## config.mk

```make
export PLATFORM = sky130hd
export DESIGN_NAME = qpu_exu_moitf
export DESIGN_NICKNAME = d
export VERILOG_FILES = /design/src/rtl/qpu_exu_moitf_pkg.sv /design/src/rtl/qpu_exu_moitf_flag.sv /design/src/rtl/qpu_exu_moitf.sv
export SDC_FILE = /design/constraint.sdc
export NUM_CORES = 1
export LEC_CHECK = 0
export BUFFER_PORTS_ARGS = -buffer_cell sky130_fd_sc_hd__buf_2
export CAP_MARGIN = 20
export CELL_PAD_IN_SITES_DETAIL_PLACEMENT = 2
export CELL_PAD_IN_SITES_GLOBAL_PLACEMENT = 2
export CORE_MARGIN = 4
export CORE_UTILIZATION = 37
export DETAILED_ROUTE_END_ITERATION = 6
export GPL_TIMING_DRIVEN = 1
export PLACE_DENSITY_LB_ADDON = 0.15
export SYNTH_ARGS = -nofsm -noshare
export SYNTH_HDL_FRONTEND = slang
export SYNTH_HIERARCHICAL = 1
export SYNTH_SLANG_ARGS = --single-unit
```

## constraint.sdc

```tcl
create_clock -name clk -period 2.4 [get_ports clk]
set_input_delay 0.36 -clock clk [delete_from_list [all_inputs] [get_ports clk]]
set_output_delay 0.36 -clock clk [all_outputs]
set_load 0.01 [all_outputs]
```

## src/rtl/qpu_exu_moitf_pkg.sv

```systemverilog
// ---------------------------------------------------------------------------
// qpu_exu_moitf_pkg
//  Shared definitions for the measure outstanding-instruction tracking FIFO.
//  - QPU_QUBIT_NUM   : width of qubit lists and measurement results
//  - QPU_MOITF_DEPTH : default number of outstanding measure entries
//  - moitf_op_e      : per-cycle pointer activity (idle / push / pop / both)
// ---------------------------------------------------------------------------
package qpu_exu_moitf_pkg;

   localparam int unsigned QPU_QUBIT_NUM   = 16;
   localparam int unsigned QPU_MOITF_DEPTH = 4;

   typedef enum logic [1:0] {
      MOITF_IDLE     = 2'b00,
      MOITF_POP      = 2'b01,
      MOITF_PUSH     = 2'b10,
      MOITF_PUSH_POP = 2'b11
   } moitf_op_e;

   function automatic moitf_op_e moitf_op(input logic push, input logic pop);
      moitf_op_e op;
      unique case ({push, pop})
         2'b10:   op = MOITF_PUSH;
         2'b01:   op = MOITF_POP;
         2'b11:   op = MOITF_PUSH_POP;
         default: op = MOITF_IDLE;
      endcase
      return op;
   endfunction

endpackage

```

## src/rtl/qpu_exu_moitf_flag.sv

```systemverilog
// ---------------------------------------------------------------------------
// qpu_exu_moitf_flag
//  OR-reduction of the qubit lists of all valid MOITF entries.
//  Ports:
//   qlist  in   DEPTH x QN  stored qubit list per entry
//   vld    in   DEPTH       entry valid bits
//   flag   out  QN          union of the qubit lists of valid entries
// ---------------------------------------------------------------------------
module qpu_exu_moitf_flag
   import qpu_exu_moitf_pkg::*;
#(
   parameter int unsigned DEPTH = QPU_MOITF_DEPTH,
   parameter int unsigned QN    = QPU_QUBIT_NUM
) (
   input  logic [DEPTH-1:0][QN-1:0] qlist,
   input  logic [DEPTH-1:0]         vld,
   output logic [QN-1:0]            flag
);

   always_comb begin
      flag = '0;
      for (int unsigned i = 0; i < DEPTH; i++) begin
         if (vld[i]) begin
            flag = flag | qlist[i];
         end
      end
   end

endmodule

```

## src/rtl/qpu_exu_moitf.sv

```systemverilog
// ---------------------------------------------------------------------------
// qpu_exu_moitf
//  Measure outstanding-instruction tracking FIFO for the QPU execute unit.
//  Records the qubit list of every dispatched measure in program order,
//  exports the union of outstanding lists so dispatch can stall overlapping
//  FMR/measure instructions, and pairs in-order measurement results with the
//  head entry for QMR writeback.
//  Ports:
//   clk, rst              clock, synchronous active-high reset
//   disp_moitf_ena        in   enqueue a dispatched measure
//   disp_moitf_ready      out  FIFO not full
//   disp_oitf_qubitlist   in   qubit list of the dispatching instruction
//   disp_oitf_qfren       in   dispatching instruction uses qubit flags
//   oitfqf_match_dispql   out  dispatch list overlaps an outstanding entry
//   moitf_qubit_flag      out  OR of all valid entry qubit lists
//   moitf_empty           out  no outstanding measure
//   mres_valid/ready/data      measurement result return (in order)
//   moitf_ret_valid/ready      retire handshake towards QMR writeback
//   moitf_ret_qubitlist   out  head entry qubit list (write mask)
//   moitf_ret_data        out  measured values, passed through from mres_data
// ---------------------------------------------------------------------------
module qpu_exu_moitf
   import qpu_exu_moitf_pkg::*;
#(
   parameter int unsigned MOITF_DEPTH = QPU_MOITF_DEPTH,
   parameter int unsigned PTR_W       = $clog2(MOITF_DEPTH),
   parameter int unsigned QN          = QPU_QUBIT_NUM
) (
   input  logic          clk,
   input  logic          rst,

   input  logic          disp_moitf_ena,
   output logic          disp_moitf_ready,
   input  logic [QN-1:0] disp_oitf_qubitlist,
   input  logic          disp_oitf_qfren,
   output logic          oitfqf_match_dispql,
   output logic [QN-1:0] moitf_qubit_flag,
   output logic          moitf_empty,

   input  logic          mres_valid,
   output logic          mres_ready,
   input  logic [QN-1:0] mres_data,

   output logic          moitf_ret_valid,
   input  logic          moitf_ret_ready,
   output logic [QN-1:0] moitf_ret_qubitlist,
   output logic [QN-1:0] moitf_ret_data
);

   localparam logic [PTR_W:0] PTR_ONE = {{PTR_W{1'b0}}, 1'b1};

   // Pointers carry one wrap bit above the index so full and empty differ.
   logic [PTR_W:0]                   wptr_q, wptr_d;
   logic [PTR_W:0]                   rptr_q, rptr_d;
   logic [MOITF_DEPTH-1:0]           vld_q, vld_d;
   logic [MOITF_DEPTH-1:0][QN-1:0]   qlist_q, qlist_d;

   logic [PTR_W-1:0] widx, ridx;
   logic             empty, full;
   logic             push, pop;
   moitf_op_e        op;
   logic [QN-1:0]    flag;

   assign widx  = wptr_q[PTR_W-1:0];
   assign ridx  = rptr_q[PTR_W-1:0];
   assign empty = (wptr_q == rptr_q);
   assign full  = (widx == ridx) && (wptr_q[PTR_W] != rptr_q[PTR_W]);

   // ----------------------------------------------------------------------
   // Handshakes
   // ----------------------------------------------------------------------
   // Ready depends only on registered occupancy: a pop this cycle never
   // frees a slot for a same-cycle enqueue.
   assign disp_moitf_ready = ~full;
   assign push             = disp_moitf_ena & ~full;

   // Results are never taken in a reset cycle, the entry is being dropped.
   assign mres_ready      = moitf_ret_ready & ~empty & ~rst;
   assign moitf_ret_valid = mres_valid & ~empty;
   assign pop             = mres_valid & mres_ready;

   assign moitf_ret_qubitlist = qlist_q[ridx];
   assign moitf_ret_data      = mres_data;

   assign op = moitf_op(push, pop);

   // ----------------------------------------------------------------------
   // Next state
   // ----------------------------------------------------------------------
   always_comb begin
      wptr_d  = wptr_q;
      rptr_d  = rptr_q;
      vld_d   = vld_q;
      qlist_d = qlist_q;
      unique case (op)
         MOITF_PUSH: begin
            wptr_d        = wptr_q + PTR_ONE;
            vld_d[widx]   = 1'b1;
            qlist_d[widx] = disp_oitf_qubitlist;
         end
         MOITF_POP: begin
            rptr_d      = rptr_q + PTR_ONE;
            vld_d[ridx] = 1'b0;
         end
         MOITF_PUSH_POP: begin
            // Neither empty nor full here, so widx != ridx.
            wptr_d        = wptr_q + PTR_ONE;
            rptr_d        = rptr_q + PTR_ONE;
            vld_d[widx]   = 1'b1;
            vld_d[ridx]   = 1'b0;
            qlist_d[widx] = disp_oitf_qubitlist;
         end
         default: ;
      endcase
   end

   always_ff @(posedge clk) begin
      if (rst) begin
         wptr_q <= '0;
         rptr_q <= '0;
         vld_q  <= '0;
      end else begin
         wptr_q <= wptr_d;
         rptr_q <= rptr_d;
         vld_q  <= vld_d;
      end
   end

   // Entry payload needs no reset; the valid bits qualify it.
   always_ff @(posedge clk) begin
      qlist_q <= qlist_d;
   end

   // ----------------------------------------------------------------------
   // Outstanding qubit flag and dispatch match
   // ----------------------------------------------------------------------
   // Built from registers only, so an entry enqueued this cycle is excluded
   // and an entry popping this cycle still counts (one extra stall cycle).
   qpu_exu_moitf_flag #(
      .DEPTH (MOITF_DEPTH),
      .QN    (QN)
   ) u_flag (
      .qlist (qlist_q),
      .vld   (vld_q),
      .flag  (flag)
   );

   assign moitf_qubit_flag    = flag;
   assign moitf_empty         = empty;
   assign oitfqf_match_dispql = disp_oitf_qfren & (|(disp_oitf_qubitlist & flag));

   // ----------------------------------------------------------------------
   // Protocol checks
   // ----------------------------------------------------------------------
   a_no_enq_when_full : assert property (
      @(posedge clk) disable iff (rst) !(disp_moitf_ena && full));

   a_no_result_when_empty : assert property (
      @(posedge clk) disable iff (rst) !(mres_valid && empty));

endmodule

```

# ---- Word-level counts from Yosys, hierarchy flattened
# Cells that the tools add are included.
dict set report totals {
  regBits 74
  latch_bits 0
  mem_bits_rw 0
  mem_bits_ro 0
  inputBits 38
  out_inout_bits 53
  word_cells 61
  memories 0
}
dict set report op_classes {
  addsub 2
  n_mul 0
  div 0
  n_lt_le_gt_ge 4
  n_eq_ne 9
  shifts 0
  mux 15
  bitwise 17
  reduce_logical 7
}
# operator count
set ops {}
lappend ops {{two-way mux 16 bit} 6}
lappend ops {{bitwise mux 64 bit} 1}
lappend ops {{OR 16 bit} 3}
lappend ops {{binary-select mux 16 bit (select 2 bit)} 1}
lappend ops {{demux 16 bit (select 2 bit)} 1}
lappend ops {{bitwise AND 16 bit} 1}
lappend ops {{OR reduction 16 bit} 1}
lappend ops {{one-hot mux 4 bit (3 select lines)} 1}
lappend ops {{bitwise AND 4 bit} 2}
lappend ops {{== test 2 bit, second input constant} 4}
lappend ops {{adder 3 x 1 -> 3 bit, second input constant} 2}
lappend ops {{bitwise AND 1 bit} 6}
lappend ops {{less-than comparator 2 x 3 -> 1 bit, second input constant} 2}
lappend ops {{one-hot mux 2 bit (3 select lines)} 1}
lappend ops {{demux 1 bit (select 2 bit)} 2}
lappend ops {{== test 2 x 1 -> 1 bit, second input constant} 2}
lappend ops {{>= comparator 2 x 1 -> 1 bit, second input constant} 2}
lappend ops {{inverter 4 bit} 1}
lappend ops {{OR 4 bit} 1}
lappend ops {{OR reduction 2 bit} 2}
lappend ops {{== test 3 bit} 1}
lappend ops {{logical AND 1 bit} 3}
lappend ops {{inverter 1 bit} 3}
lappend ops {{nonzero test 3 bit} 1}
lappend ops {{3 further kinds} 4}

# ---- Logic depth before layout (Yosys ltp)
dict set report logic_depth {
  ltp_word 10
  depth_mapped 8
  ltp_nobuf 6
}

# ---- Modules after synthesis
# Netlist, hierarchy kept.
# mod instances cells_each area_each_um2 seq_area_each_um2
set by_module_without_submodules {}
lappend by_module_without_submodules {qpu_exu_moitf 1 173 3171.8 2122.0}
lappend by_module_without_submodules {qpu_exu_moitf_flag 1 56 450.4 0.0}

# ---- Least setup slack after synthesis
# Ideal clock, no wire load.
dict set report synth_timing {
  kind {register -> output}
  startpoint {reg vld_q[0]}
  endpoint {out oitfqf_match_dispql}
  t_arrival_ps 1540
  t_required_ps 2040
  setup_slack_ps 500
  stages_incl_launch_ff 9
  path_buffers 2
  path_cell_list {dfxtp_1 -> buf_6 -> buf_6 -> a22oi_1 -> nand2_1 -> a22o_1 -> a221oi_1 -> nand3_1 -> o21a_1}
}
dict set report synth_via {
  elab_chain_cells 10
}
# item line_no
set synth_lines {}
lappend synth_lines {{start: declaration} qpu_exu_moitf.sv:55} ;# logic [MOITF_DEPTH-1:0] vld_q, vld_d;
lappend synth_lines {{start signal: assignment} qpu_exu_moitf.sv:125} ;# vld_q <= vld_d;
lappend synth_lines {{two-way mux 16 bit (*)} qpu_exu_moitf_flag.sv:23} ;# if (vld[i]) begin
lappend synth_lines {{OR 16 bit} qpu_exu_moitf_flag.sv:24} ;# flag = flag | qlist[i];
lappend synth_lines {{two-way mux 16 bit (*)} qpu_exu_moitf_flag.sv:23}
lappend synth_lines {{OR 16 bit} qpu_exu_moitf_flag.sv:24}
lappend synth_lines {{two-way mux 16 bit (*)} qpu_exu_moitf_flag.sv:23}
lappend synth_lines {{OR 16 bit} qpu_exu_moitf_flag.sv:24}
lappend synth_lines {{two-way mux 16 bit (*)} qpu_exu_moitf_flag.sv:23}
lappend synth_lines {{via moitf_qubit_flag[9]} qpu_exu_moitf.sv:37} ;# output logic [QN-1:0] moitf_qubit_flag,
lappend synth_lines {{bitwise AND 16 bit (*)} qpu_exu_moitf.sv:150} ;# assign oitfqf_match_dispql = disp_oitf_qfren & (|(disp_oitf_qubitlist & flag));
lappend synth_lines {{OR reduction 16 bit (*)} qpu_exu_moitf.sv:150}
lappend synth_lines {{bitwise AND 1 bit (*)} qpu_exu_moitf.sv:150}
lappend synth_lines {{end: declaration} qpu_exu_moitf.sv:36} ;# output logic oitfqf_match_dispql,
# Mark *: on every way through the listed nets, which the timed path passes. The rest lies on a longest branch.

# ---- Final worst setup path
dict set report layout_timing {
  startpoint {reg vld_q[2]}
  endpoint {out oitfqf_match_dispql}
}
dict set report layout_via {
  elab_chain_cells 6
}
# item line_no
set layout_lines {}
lappend layout_lines {{two-way mux 16 bit (*)} qpu_exu_moitf_flag.sv:23}
lappend layout_lines {{OR 16 bit} qpu_exu_moitf_flag.sv:24}
lappend layout_lines {{two-way mux 16 bit (*)} qpu_exu_moitf_flag.sv:23}
lappend layout_lines {{bitwise AND 16 bit (*)} qpu_exu_moitf.sv:150}
lappend layout_lines {{OR reduction 16 bit (*)} qpu_exu_moitf.sv:150}
lappend layout_lines {{bitwise AND 1 bit (*)} qpu_exu_moitf.sv:150}
# Mark *: on every way between the ends. The rest lies on a longest branch, timed or not.

==> flow_summary.yaml <==
status:
  status: "finished, final reports clean"
finish:
  synthToLayoutAreaGrowth_pct: 16.17
  post-route-cell-area_um2: 4208
  final_nets: 331
  num_antenna_cells: 0
  drive_gt1_frac: 0.4310
floorplan:
  dieHeight_um: 106.9
  initial_core_util: 0.3865
  fp.coreArea_um2: 9371
  io_pins: 91
  die_x_um: 106.9
  die_area_um2: 11440
  rows: 35
route:
  via_count: 2218
  drt_first_iter_violations: 83
  via_per_inst: 5.294
  maxUsedRoutingLayer: "met4"
  drc: 0
  wl_met2_mm: 4.686
  final_antenna_net_count: 0
  wl_met3_um: 462
  dr.pass1.iters: 4
  post_drt_wl_per_cell_um: 22.02
  postRouteWirelength_mm: 9.228
  wl_met1_mm: 3.927
clocking:
  htreeDepth: 3
  cts_tree: "yes"
  cts_sinks: 74
  cts_buffers: 9
  cts_buffer_depth: 2
  clk_latency_ns: 0.34
  root_buffer: "clkbuf_8"
  clk_pin_slew_ns: 0.08
  hold_buffers: 0
synthesis:
  synth_seq_cells: 74
  async_reset_ff_frac: 0
  synth_nets: 275
  synth-seq-area-share: 0.5858
  synth_area_per_cell_um2: 15.82
  synth_edf_count: 64
  synth.distinct_cells: 35
  netlist_area_um2: 3622
  yosysWarnings: 6
  synth_ff_type: "edfxtp_1"
  synth_cells: 229
grt:
  grt_max_degree: 20
  grt_use_total: 0.1690
  overflow: 0
  grt_pass1_vias: 2500
  antenna_found_initial: 0
  grt_pass1_wl_mm: 14.37
sta:
  final.setup.worst_slack_ns: 0.09135
  grt_setup_unrepaired: "yes"
  hold_violations: 0
  setup_viol: 0
  min_period_ns: 2.309
  max_freq_ghz: 0.4332
  drv_slew: 0
  tightest_slew_ns: 0.3985
  fin_crit_sh: 0.9619
  relSlewSlack: 0.7330
  worst_clock_skew_ns: 0.008789
placement:
  portBuffers: 58
  postPlaceCellArea_um2: 3887
  place.gp.congestion: 0.7345
  hpwl_mm: 6.207
  post-place-ws_ns: 0.07995
setup_path:
  cp_max_fo: 10
  reg2reg_slack_ns: 0.60
  cp_data_required_time_ns: 2.04
  slowest_stage: "dfxtp_2"
  worst-setup-path-type: "register to primary output"
  crit-reg2reg-launch: "wptr_q[0]"
  cp_num_buf_inv: 2
  crit_chain: "buf_8 -> a22oi_2 -> nand2_1 -> a22o_1 -> a221oi_2 -> nand3_1 -> o21a_1 -> buf_2"
  slowest_delay_ns: 0.34
  ff2ff_path_depth: 4
  critical_path_arrival_ns: 1.95
  crit_family: "compound AO/OA/AOI/OAI gates"
  r2r-end: "qlist_q[50]"
  setup.worst_path.start_class: "register"
  critPathCaptureType: "primary output"
power:
  switchingPower_mw: 0.7613
  p_sw_frac: 0.2531
  clkPwrFrac: 0.343
  seqPwrFrac: 0.503
  total_power_mw: 3.009
  ir_worst_vdd_mv: 0.4095
  intPower_mw: 2.247
  p_comb_frac: 0.153
  powerDensity_nw_per_um2: 715.0
  p_leak_nw: 1.536
worst_hold_path:
  hp-class: "primary input to register"
  worstHoldPathCells: 1
  worstHoldEndpoint: "qlist_q[21]"
  worstHoldStart: "disp_oitf_qubitlist[5]"
job:
  maxCapViolCount: 0
[area by class of cell]
cell class,count,area (um^2)
Fill cell,941,5164
Tap cell,129,161.4
Clock buffer,10,127.6
Sequential cell,74,2135
Clock inverter,6,81.33
Multi-Input combinational cell,121,1262
Timing Repair Buffer,74,421.7
Inverter,5,18.77
[cell usage in the layout (no fill, tap or decap), types with 3 or more instances in the layout]
| cell | netlist | layout |
|---|---|---|
| inv_1 | 5 | 5 |
| edfxtp_1 | 64 | 64 |
| and2_4 | 3 | 3 |
| a21oi_1 | 5 | 5 |
| a22oi_1 | 24 | 21 |
| dfxtp_1 | 10 | 6 |
| nor2_1 | 4 | 4 |
| a22oi_2 | 12 | 15 |
| ha_1 | 8 | 8 |
| mux4_1 | 7 | 7 |
| buf_2 | 2 | 58 |
| o21a_1 | 4 | 4 |
| mux4_2 | 9 | 9 |
| dfxtp_4 | 0 | 3 |
| buf_4 | 16 | 13 |
| clkbuf_8 | 0 | 9 |
| nand3_1 | 3 | 3 |
| xnor2_1 | 4 | 4 |
| nand2_1 | 17 | 17 |
[cell families (layout without fill, tap and decap cells)]
| kind of cell | count (synthesis) | count (layout) | share of synthesized area |
|---|---|---|---|
| flip-flops | 74 | 74 | 0.5858 |
| AO/OA/AOI/OAI | 54 | 54 | 0.1344 |
| AND/OR/NAND/NOR | 35 | 35 | 0.04836 |
| buffers and inverters | 34 | 95 | 0.07323 |
| multiplexers | 17 | 17 | 0.1095 |
| adder cells (fa/ha/maj) | 8 | 8 | 0.02763 |
| XOR/XNOR | 7 | 7 | 0.02107 |
[power by group through the flow]
stage               sequential, mW  combinational, mW  clock [mW]
floorplan                     1.52              0.306           0
global placement              1.55              0.422           0
detailed placement            1.55              0.429           0
CTS                           1.52              0.435        1.06
global route                  1.52              0.510        1.12
finish                        1.51              0.460        1.03
[synthesized netlist by cell type (2+ instances only)]
cell type	instances	area [um^2]
nor2_1	4	15.01
buf_6	10	112.6
a21oi_1	5	25.02
ha_1	8	100.1
inv_1	5	18.77
buf_2	2	10.01
xnor2_1	4	35.03
edfxtp_1	64	1922
a221oi_1	2	17.52
and2_4	3	26.28
a31oi_4	2	42.54
a22o_1	2	17.52
mux4_2	9	202.7
a22oi_1	24	180.2
o21a_1	4	30.03
nand3b_1	2	15.01
nand3_1	3	15.01
dfxtp_1	10	200.2
a22oi_2	12	150.1
nand2_1	17	63.81
mux4_1	7	183.9
xnor2_2	2	32.53
buf_4	16	120.1
[per-layer routing]
metal | GRT usage | vias up
met5 | 0 | -
met2 | 0.2860 | 54
met3 | 0.03974 | 17
met1 | 0.2121 | 1138
met4 | 0.05936 | 0
li1 | - | 1009
[how the worst max path moves through the flow]
stage / from / slack (ns) / cells past startpoint / end
finish: vld_q[2] / 0.09 / 8 / oitfqf_match_dispql
global route: vld_q[2] / -0.03 / 8 / oitfqf_match_dispql
CTS: vld_q[2] / 0.003 / 8 / oitfqf_match_dispql
detailed placement: vld_q[1] / 0.08 / 7 / oitfqf_match_dispql
global placement: vld_q[1] / 0.22 / 7 / oitfqf_match_dispql
floorplan: vld_q[0] / 0.50 / 8 / oitfqf_match_dispql
[timing repair]
| action | CTS | global route |
|---|---|---|
| setup endpoints to repair | 1 | 1 |
| pin swaps | 1 | 7 |
| cloned | 0 | 0 |
| buffers inserted | 0 | 8 |
| resized for setup | 6 | 9 |
| endpoints found under the hold margin | 0 | 0 |
[registers in the layout, indices dropped and copies added (netlist names)]
signal,count
rptr_q,3
vld_q,4
wptr_q,3
qlist_q,64
[metrics by stage]
step,instances,setup TNS [ns],util,hold slack [ns]
2_1_floorplan,229,0,-,0.4589
3_3_place_gp,395,0,0.4148,0.5623
3_5_place_dp,395,0,0.4148,0.5918
4_1_cts,411,0,0.4387,0.2381
5_1_grt,419,-0.02941,0.4490,0.2348
6_report,419,0,0.4490,0.2534
Power figures use the tool's default switching activity.
